==> config.mk <==
export PLATFORM = sky130hd
export DESIGN_NAME = regfile_wb_arbiter
export DESIGN_NICKNAME = d
export VERILOG_FILES = /design/src/rtl/regfile_wb_arbiter_pkg.sv /design/src/rtl/rr_arbiter2.sv /design/src/rtl/regfile_wb_arbiter.sv
export SDC_FILE = /design/constraint.sdc
export NUM_CORES = 1
export LEC_CHECK = 0
export ABC_CLOCK_PERIOD_IN_PS = 5300
export CAP_MARGIN = 5
export CORE_MARGIN = 2
export CORE_UTILIZATION = 45
export DETAILED_ROUTE_END_ITERATION = 8
export PLACE_DENSITY = 0.94
export SLEW_MARGIN = 40
export SYNTH_ARGS = -nofsm -noshare
export SYNTH_HDL_FRONTEND = slang
export SYNTH_SLANG_ARGS = --single-unit
==> constraint.sdc <==
create_clock -name clk -period 5.3 [get_ports clk]
set_clock_uncertainty 0.1 [all_clocks]
set_input_delay 0.795 -clock clk [delete_from_list [all_inputs] [get_ports clk]]
set_output_delay 0.795 -clock clk [all_outputs]
set_load 0.05 [all_outputs]
==> src/rtl/regfile_wb_arbiter_pkg.sv <==
// Shared types and constants for the register-file write-port arbiter.
package wb_arb_pkg;

  localparam int XLEN       = 32;
  localparam int REG_ADDR_W = 5;

  // Controller phase: zeroing sweep, then normal arbitration.
  typedef enum logic {
    CLEAR = 1'b0,
    RUN   = 1'b1
  } wb_state_e;

  // Identity of a writeback requester.
  typedef enum logic {
    REQ_ALU = 1'b0,
    REQ_LSU = 1'b1
  } wb_req_e;

endpackage : wb_arb_pkg

==> src/rtl/rr_arbiter2.sv <==
// Two-requester round-robin arbiter (ALU vs LSU) with its last-grant memory.
module rr_arbiter2 (
  input  logic clk,
  input  logic rst_n,
  input  logic i_en,
  input  logic i_req_alu,
  input  logic i_req_lsu,
  output logic o_gnt_alu,
  output logic o_gnt_lsu
);
  import wb_arb_pkg::*;

  wb_req_e r_last_grant;

  // Grant: a lone requester wins; on a tie the one not served last time wins.
  always_comb begin
    // NOTE: every output gets a default first so no path leaves it unassigned (no latch).
    o_gnt_alu = 1'b0;
    o_gnt_lsu = 1'b0;
    if (i_en) begin
      if (i_req_alu && i_req_lsu) begin
        o_gnt_alu = (r_last_grant == REQ_LSU);
        o_gnt_lsu = (r_last_grant == REQ_ALU);
      end else begin
        o_gnt_alu = i_req_alu;
        o_gnt_lsu = i_req_lsu;
      end
    end
  end

  // Remember the most recent winner; idle cycles leave it untouched.
  always_ff @(posedge clk or negedge rst_n) begin
    if (!rst_n) begin
      r_last_grant <= REQ_LSU;  // ALU wins the first tie
    end else if (o_gnt_alu) begin
      r_last_grant <= REQ_ALU;
    end else if (o_gnt_lsu) begin
      r_last_grant <= REQ_LSU;
    end
  end

endmodule : rr_arbiter2

==> src/rtl/regfile_wb_arbiter.sv <==
// Sole driver of the register file write port: zeroes x1..x(N-1) after
// reset, then arbitrates ALU and LSU writebacks onto one registered port.
module regfile_wb_arbiter #(
  parameter int XLEN           = wb_arb_pkg::XLEN,
  parameter int NUM_REGS       = 32,
  parameter bit CLEAR_ON_RESET = 1'b1
) (
  input  logic                        clk,
  input  logic                        rst_n,
  input  logic                        alu_valid,
  input  logic [$clog2(NUM_REGS)-1:0] alu_rd,
  input  logic [XLEN-1:0]             alu_data,
  output logic                        alu_ready,
  input  logic                        lsu_valid,
  input  logic [$clog2(NUM_REGS)-1:0] lsu_rd,
  input  logic [XLEN-1:0]             lsu_data,
  output logic                        lsu_ready,
  output logic [$clog2(NUM_REGS)-1:0] rf_a3,
  output logic [XLEN-1:0]             rf_wd3,
  output logic                        rf_we3,
  output logic                        init_done
);
  import wb_arb_pkg::*;

  localparam int            AW       = $clog2(NUM_REGS);
  localparam logic [AW-1:0] LAST_REG = AW'(NUM_REGS - 1);

  wb_state_e     r_state;
  logic [AW-1:0] r_cnt;
  logic [AW-1:0] r_a3;
  logic [XLEN-1:0] r_wd3;
  logic          r_we3;
  logic          r_init_done;

  logic          w_gnt_alu;
  logic          w_gnt_lsu;
  logic          w_xfer;
  logic [AW-1:0] w_rd;
  logic [XLEN-1:0] w_data;

  rr_arbiter2 u_arb (
    .clk       (clk),
    .rst_n     (rst_n),
    .i_en      (r_state == RUN),
    .i_req_alu (alu_valid),
    .i_req_lsu (lsu_valid),
    .o_gnt_alu (w_gnt_alu),
    .o_gnt_lsu (w_gnt_lsu)
  );

  // Select the granted requester's destination and payload.
  always_comb begin
    w_xfer = w_gnt_alu | w_gnt_lsu;
    w_rd   = w_gnt_lsu ? lsu_rd   : alu_rd;
    w_data = w_gnt_lsu ? lsu_data : alu_data;
  end

  // Sweep/run FSM with registered write-port outputs.
  // NOTE: the register array itself has no reset, so x1..x(N-1) are cleared
  // by this sweep through the write port instead of by a wide reset net.
  always_ff @(posedge clk or negedge rst_n) begin
    if (!rst_n) begin
      r_state     <= CLEAR;
      r_cnt       <= AW'(1);
      r_a3        <= '0;
      r_wd3       <= '0;
      r_we3       <= 1'b0;
      r_init_done <= 1'b0;
    end else begin
      // NOTE: non-blocking assignments so every register samples pre-edge values.
      unique case (r_state)
        CLEAR: begin
          if (!CLEAR_ON_RESET || (r_we3 && (r_a3 == LAST_REG))) begin
            // Last sweep write has been presented (or sweep disabled).
            r_state     <= RUN;
            r_we3       <= 1'b0;
            r_init_done <= 1'b1;
          end else begin
            r_we3 <= 1'b1;
            r_a3  <= r_cnt;
            r_wd3 <= '0;
            if (r_cnt != LAST_REG) begin
              r_cnt <= r_cnt + AW'(1);
            end
          end
        end
        RUN: begin
          // Writes to x0 are accepted but never reach the register file.
          if (w_xfer && (w_rd != '0)) begin
            r_we3 <= 1'b1;
            r_a3  <= w_rd;
            r_wd3 <= w_data;
          end else begin
            r_we3 <= 1'b0;
          end
        end
        default: r_state <= CLEAR;
      endcase
    end
  end

  assign alu_ready = w_gnt_alu;
  assign lsu_ready = w_gnt_lsu;
  assign rf_a3     = r_a3;
  assign rf_wd3    = r_wd3;
  assign rf_we3    = r_we3;
  assign init_done = r_init_done;

endmodule : regfile_wb_arbiter

==> results of run 1 <==
[worst reg2reg max path, stage by stage, from the launching register on]
cell	delay (ps)
dfrtp_1	420
and4_1	250
a31o_1	560
buf_4	400
nor2_1	150
mux2_1	330
[worst max path at each step]
| stage | cells after the start | startpoint | to | slack [ps] |
|---|---|---|---|---|
| after floorplan | 2 | lsu_valid | alu_ready | 2920 |
| after global placement | 4 | alu_valid | alu_ready | 1700 |
| after detailed placement | 4 | alu_valid | alu_ready | 1640 |
| after CTS | 4 | alu_valid | alu_ready | 1640 |
| after global routing | 4 | alu_valid | alu_ready | 1530 |
| final | 4 | alu_valid | alu_ready | 1630 |
[through the flow]
step | setup slack [ps] | cells | hold WS [ps] | utilization [%]
detailed placement | 1640 | 412 | 379 | 67.7
CTS | 1640 | 420 | 397 | 69.4
finish | 1630 | 420 | 392 | 69.4
global route | 1530 | 420 | 403 | 69.4
global placement | 1700 | 412 | 381 | 67.6
floorplan | 2920 | 233 | 356 | -
[power by group]
group	total [mW]	switching [mW]	internal, mW	leakage [nW]
sequential	0.434	0.0319	0.402	0.517
clock	0.217	0.112	0.105	0.0482
combinational	0.497	0.300	0.197	1.25
total	1.15	0.443	0.705	1.82
[sequential cells by signal (all words and copies together) (netlist names)]
name	cells
rf_wd3	32
r_cnt	5
rf_a3	5
init_done	1
r_state	1
rf_we3	1
u_arb.r_last_grant	1
[cell type report]
cell class              instances  area, um2  area share (%)
inverters                       5       21.3           0.557
clock buffers                   7       86.3            2.26
multi-input cells             169       1270            33.3
clock inverters                 1       5.00           0.131
repair buffers                120       1190            31.2
well taps                      72       90.1            2.36
flip-flops and latches         46       1150            30.2
[kinds of logic after synthesis]
| family | Yosys count |
|---|---|
| flops | 46 |
| compound gates | 33 |
| buf+inv | 18 |
| xor+xnor | 3 |
| mux | 67 |
| fa+ha+maj | 2 |
| simple gates | 64 |
[routing by layer]
layer	global-route usage (%)	vias to the layer above	routed length, um
li1	-	1068	-
met1	26.8	1106	2690
met2	40.1	97	3590
met3	4.98	10	558
met4	4.66	0	77
met5	0	-	0
[cell usage in the layout (no fill, tap or decap), types with 4 or more instances in the layout]
| cell type | count |
|---|---|
| clkbuf_8 | 6 |
| nor3_1 | 4 |
| dfrtp_1 | 44 |
| a21oi_1 | 6 |
| nand2_1 | 36 |
| clkdlybuf4s50_1 | 117 |
| mux2i_1 | 65 |
| o21ai_1 | 4 |
| or4_1 | 4 |
| nor2_1 | 9 |
==> results.yml, run 1 <==
drt:
  wl_per_cell_um: 16.5
  num_vias: 2281
  drt_iter0_markers: 85
  drc: 0
  drtAntennaViolNets: 0
  first_pass_iters: 4
  drt-total-wl_um: 6920
  via_per_inst: 5.43
sta:
  fmax_mhz: 272
  finalSetupViolCount: 0
  setup_tns_ps: 0
  rsz0062_at_grt: "false"
  period_share_pct: 69.3
  period_minus_slack_ps: 3670
  worst_slew_pin_slew_ps: 616
  relSlewSlack_pct: 58.9
  finalHoldViolCount: 0
  maxSlewViolCount: 0
placed_design:
  placed_cell_area_um2: 3730
  port_buffers: 118
  hpwl_um: 5250
  gp_congestion: 0.924
floorplanning:
  num_rows: 27
  core-area_um2: 5510
  die_h_um: 79.6
  pin_count: 119
  dieArea_um2: 6340
  initial_core_util_pct: 46.7
  die_x_um: 79.6
layout:
  stdcell_area_um2: 3820
  n_fill_cell: 419
  diodes: 0
  syn_to_final_growth_pct: 48.5
  layout-drive-gt1-share_pct: 5.46
  final_nets: 427
setup_path:
  cp_max_fo: 6
  cpMaxStageDelayCell: "clkdlybuf4s50_1"
  rrSetupSlack_ps: 2970
  endpoint_kind: "output port"
  r2r_end: "r_cnt[1]"
  r2r_cells: 5
  cp_data_arrival_time_ps: 2780
  slowest_delay_ps: 850
  crit_type: "in2out"
  crit_family: "buffers and inverters"
  start_kind: "primary input"
  worst_path_most_repeated_cell: "clkdlybuf4s50_1"
  r2r-start: "rf_a3[2]"
  crit_path_cell_trace: "clkdlybuf4s50_1, o21ai_1, a21oi_2, clkdlybuf4s50_1"
  cp_num_buf_inv: 2
  worstPathRequired_ps: 4410
clock_network:
  cts_root_buf: "clkbuf_8"
  cts_tree: "built"
  post_cts_buffers: 0
  ctsResizeCount: 0
  clk_pin_slew_ps: 80
  cts_inserted_buffers: 5
  clock_latency_ps: 290
  cts.path.max_buffers: 2
  clock-sinks: 46
  hold_buffers: 0
  htree_levels: 2
synthesis:
  synth_most_common_cell: "mux2i_1"
  synthMuxAreaShare_pct: 26.2
  synthFlopType: "dfrtp_1"
  yosys.area.top_type: "dfrtp_1"
  synthCells: 233
  synth_seq_cells: 46
  async_reset_ff_share_pct: 100
  ys_seq_area_share_pct: 44.8
  synth_simple_gate_area_share_pct: 11.5
  synth_cell_types: 44
  synth.area.top_cells: "dfrtp_1, mux2i_1, nand2_1, buf_12, dfstp_2"
  synthTopCellsByCount: "mux2i_1, dfrtp_1, nand2_1"
  synth_compound_area_share_pct: 9.43
  syn-cell-area_um2: 2570
  synth_xor_area_share_pct: 1.02
  synth-edff-count: 0
  yosys_warnings: 0
  avgSynthCellArea_um2: 11.0
  synth_top_family_by_area: "multiplexers"
  syn_nets: 313
  netlist.area_leader.share_pct: 42.8
  synthAdderAreaFrac_pct: 0.972
power_and_ir_drop:
  leakage_nw: 1.82
  total_power_mw: 1.15
  power_density_nw_per_um2: 301
  irDropWorstVdd_v: 0.000194
global_route:
  grtUsageTotal_pct: 22.1
  grt_pass1_vias: 2327
  grt_overflow: 0
  antenna_found_initial: 0
  grt_max_degree: 47
  grt_pass1_wl_um: 11100
hold_path:
  hold_depth: 1
  hold_start: "init_done"
  min_to: "init_done"
  hp-class: "reg2reg"
job:
  maxCapViolCount: 0
outcome:
  status: "completed"
(Power assumes the default switching activity.)
==> inputs of run 2 (changes only) <==
--- a/config.mk
+++ b/config.mk
@@ -5,12 +5,12 @@
 export SDC_FILE = /design/constraint.sdc
 export NUM_CORES = 1
 export LEC_CHECK = 0
-export ABC_CLOCK_PERIOD_IN_PS = 5300
+export ABC_CLOCK_PERIOD_IN_PS = 3200
 export CAP_MARGIN = 5
 export CORE_MARGIN = 2
-export CORE_UTILIZATION = 45
+export CORE_UTILIZATION = 38
 export DETAILED_ROUTE_END_ITERATION = 8
-export PLACE_DENSITY = 0.94
+export PLACE_DENSITY = 0.86
 export SLEW_MARGIN = 40
 export SYNTH_ARGS = -nofsm -noshare
 export SYNTH_HDL_FRONTEND = slang
==> constraint.sdc (replaced) <==
create_clock -name clk -period 3.2 [get_ports clk]
set_clock_uncertainty 0.1 [all_clocks]
set_input_delay 0.48 -clock clk [delete_from_list [all_inputs] [get_ports clk]]
set_output_delay 0.48 -clock clk [all_outputs]
set_load 0.05 [all_outputs]
==> run 2 against run 1 <==
  * Cell count up 1.9%
  * Critical endpoint unchanged
  * Sequential share of layout area decreased by 0.20 points
  * First-iteration DRC count shrank 7.1%
  * Combinational power is 66% higher
  * Design area is 0.66% higher
  * Clock-buffer cell count fell by 1
  * Die area up 17%
  * Critical path depth unchanged
  * Highest routed layer unchanged
  * Via count fell by 2.0%
==> results.yml, run 2 (synthesized netlist as in run 1, its figures left out) <==
setup_path:
  worstSetupStartpoint: "alu_valid"
  slowest_delay_ps: 600
  cp_data_arrival_time_ps: 1820
  endpoint_kind: "output port"
  cpMaxStageDelayCell: "clkdlybuf4s50_1"
  cp_max_fo: 6
  start_kind: "primary input"
  r2r-start: "r_state"
  crit_path_cell_trace: "clkdlybuf4s50_1, o21ai_1, a21oi_2, buf_4"
  crit_type: "in2out"
  worstPathRequired_ps: 2620
sta:
  setup_tns_ps: 0
  relSlewSlack_pct: 60.9
  finalHoldViolCount: 0
  period_share_pct: 75.1
  finalSetupViolCount: 0
  maxSlewViolCount: 0
  rsz0062_at_grt: "false"
  worst_slew_pin_slew_ps: 587
  period_minus_slack_ps: 2400
  fmax_mhz: 416
hold_path:
  hp-class: "in2async"
drt:
  first_pass_iters: 4
  wl_per_cell_um: 16.0
  num_vias: 2235
  drt-total-wl_um: 6850
  drtAntennaViolNets: 0
  drt_iter0_markers: 79
  via_per_inst: 5.22
  drc: 0
clock_network:
  clock_latency_ps: 290
  cts_tree: "built"
  hold_buffers: 0
  clk_pin_slew_ps: 80
  cts.path.max_buffers: 2
  clock-sinks: 46
  cts_inserted_buffers: 5
  cts_root_buf: "clkbuf_8"
  post_cts_buffers: 0
  ctsResizeCount: 0
  htree_levels: 2
layout:
  layout_common_cells: "clkdlybuf4s50_1, mux2i_1, dfrtp_1, nand2_1, nor2_1"
  diodes: 0
  final_common_cell: "clkdlybuf4s50_1"
  largest_reg_flops: 32
  layout-drive-gt1-share_pct: 6.84
  final_nets: 431
  syn_to_final_growth_pct: 49.4
floorplanning:
  pin_count: 119
  die_x_um: 86.3
  dieArea_um2: 7450
  num_rows: 29
  die_h_um: 86.3
  core-area_um2: 6460
  initial_core_util_pct: 39.8
job:
  maxCapViolCount: 0
power_and_ir_drop:
  total_power_mw: 1.88
  irDropWorstVdd_v: 0.000227
  power_density_nw_per_um2: 490
  leakage_nw: 1.83
placed_design:
  gp_congestion: 0.919
  hpwl_um: 5140
  port_buffers: 118
outcome:
  status: "completed"
global_route:
  grt_overflow: 0
  grtUsageTotal_pct: 18.5
  grt_max_degree: 47
  antenna_found_initial: 0
  grt_pass1_vias: 2321
  grt_pass1_wl_um: 11000
## run 2: layout make-up
| class | instances | area [um2] |
|---|---|---|
| flip-flops and latches | 46 | 1150 |
| clock inverters | 1 | 7.51 |
| repair buffers | 124 | 1230 |
| clock buffers | 6 | 72.6 |
| fillers | 585 | 2610 |
| inverters | 5 | 21.3 |
| multi-input cells | 169 | 1260 |
| well taps | 77 | 96.3 |
## run 2: path summary, 6_finish.rpt
kind                              end  depth (start not counted)  slack (ps)
max                         alu_ready                          4         800
min                        rf_wd3[29]                          1          90
max reg2reg                rf_wd3[20]                          5        1080
min reg2reg                 init_done                          1         390
max in group asynchronous    rf_a3[4]                          1        2510
min in group clk            init_done                          1         390
## run 2: layer usage
layer / vias to the layer above / share of wire (%) / track usage [%]
met5: - / 0 / 0
met4: 0 / 0.76 / 3.84
li1: 1077 / - / -
met3: 6 / 7.6 / 5.14
met2: 97 / 50 / 32.8
met1: 1055 / 42 / 22.4
## run 2: critical path, delay by kind of cell
kind                   cells  cell delay [ps]
AO/OA/AOI/OAI              2              490
buffers and inverters      2              850
## run 2: stage by stage
| stage | cells | hold slack, ps | setup WS, ps | util (%) | cell area, um2 |
|---|---|---|---|---|---|
| floorplan | 233 | 84.4 | 1150 | - | 2570 |
| global placement | 421 | 370 | 780 | 58.3 | 3760 |
| detailed placement | 421 | 374 | 668 | 58.3 | 3770 |
| CTS | 428 | 95.0 | 803 | 59.6 | 3850 |
| global route | 428 | 125 | 705 | 59.6 | 3850 |
| finish | 428 | 88.4 | 797 | 59.6 | 3850 |
## run 2: report_power, final
group	leakage, nW	switching (mW)	internal, mW	total (mW)
combinational	1.27	0.493	0.332	0.825
sequential	0.517	0.0513	0.666	0.718
clock	0.0373	0.192	0.150	0.342
total	1.83	0.736	1.15	1.88
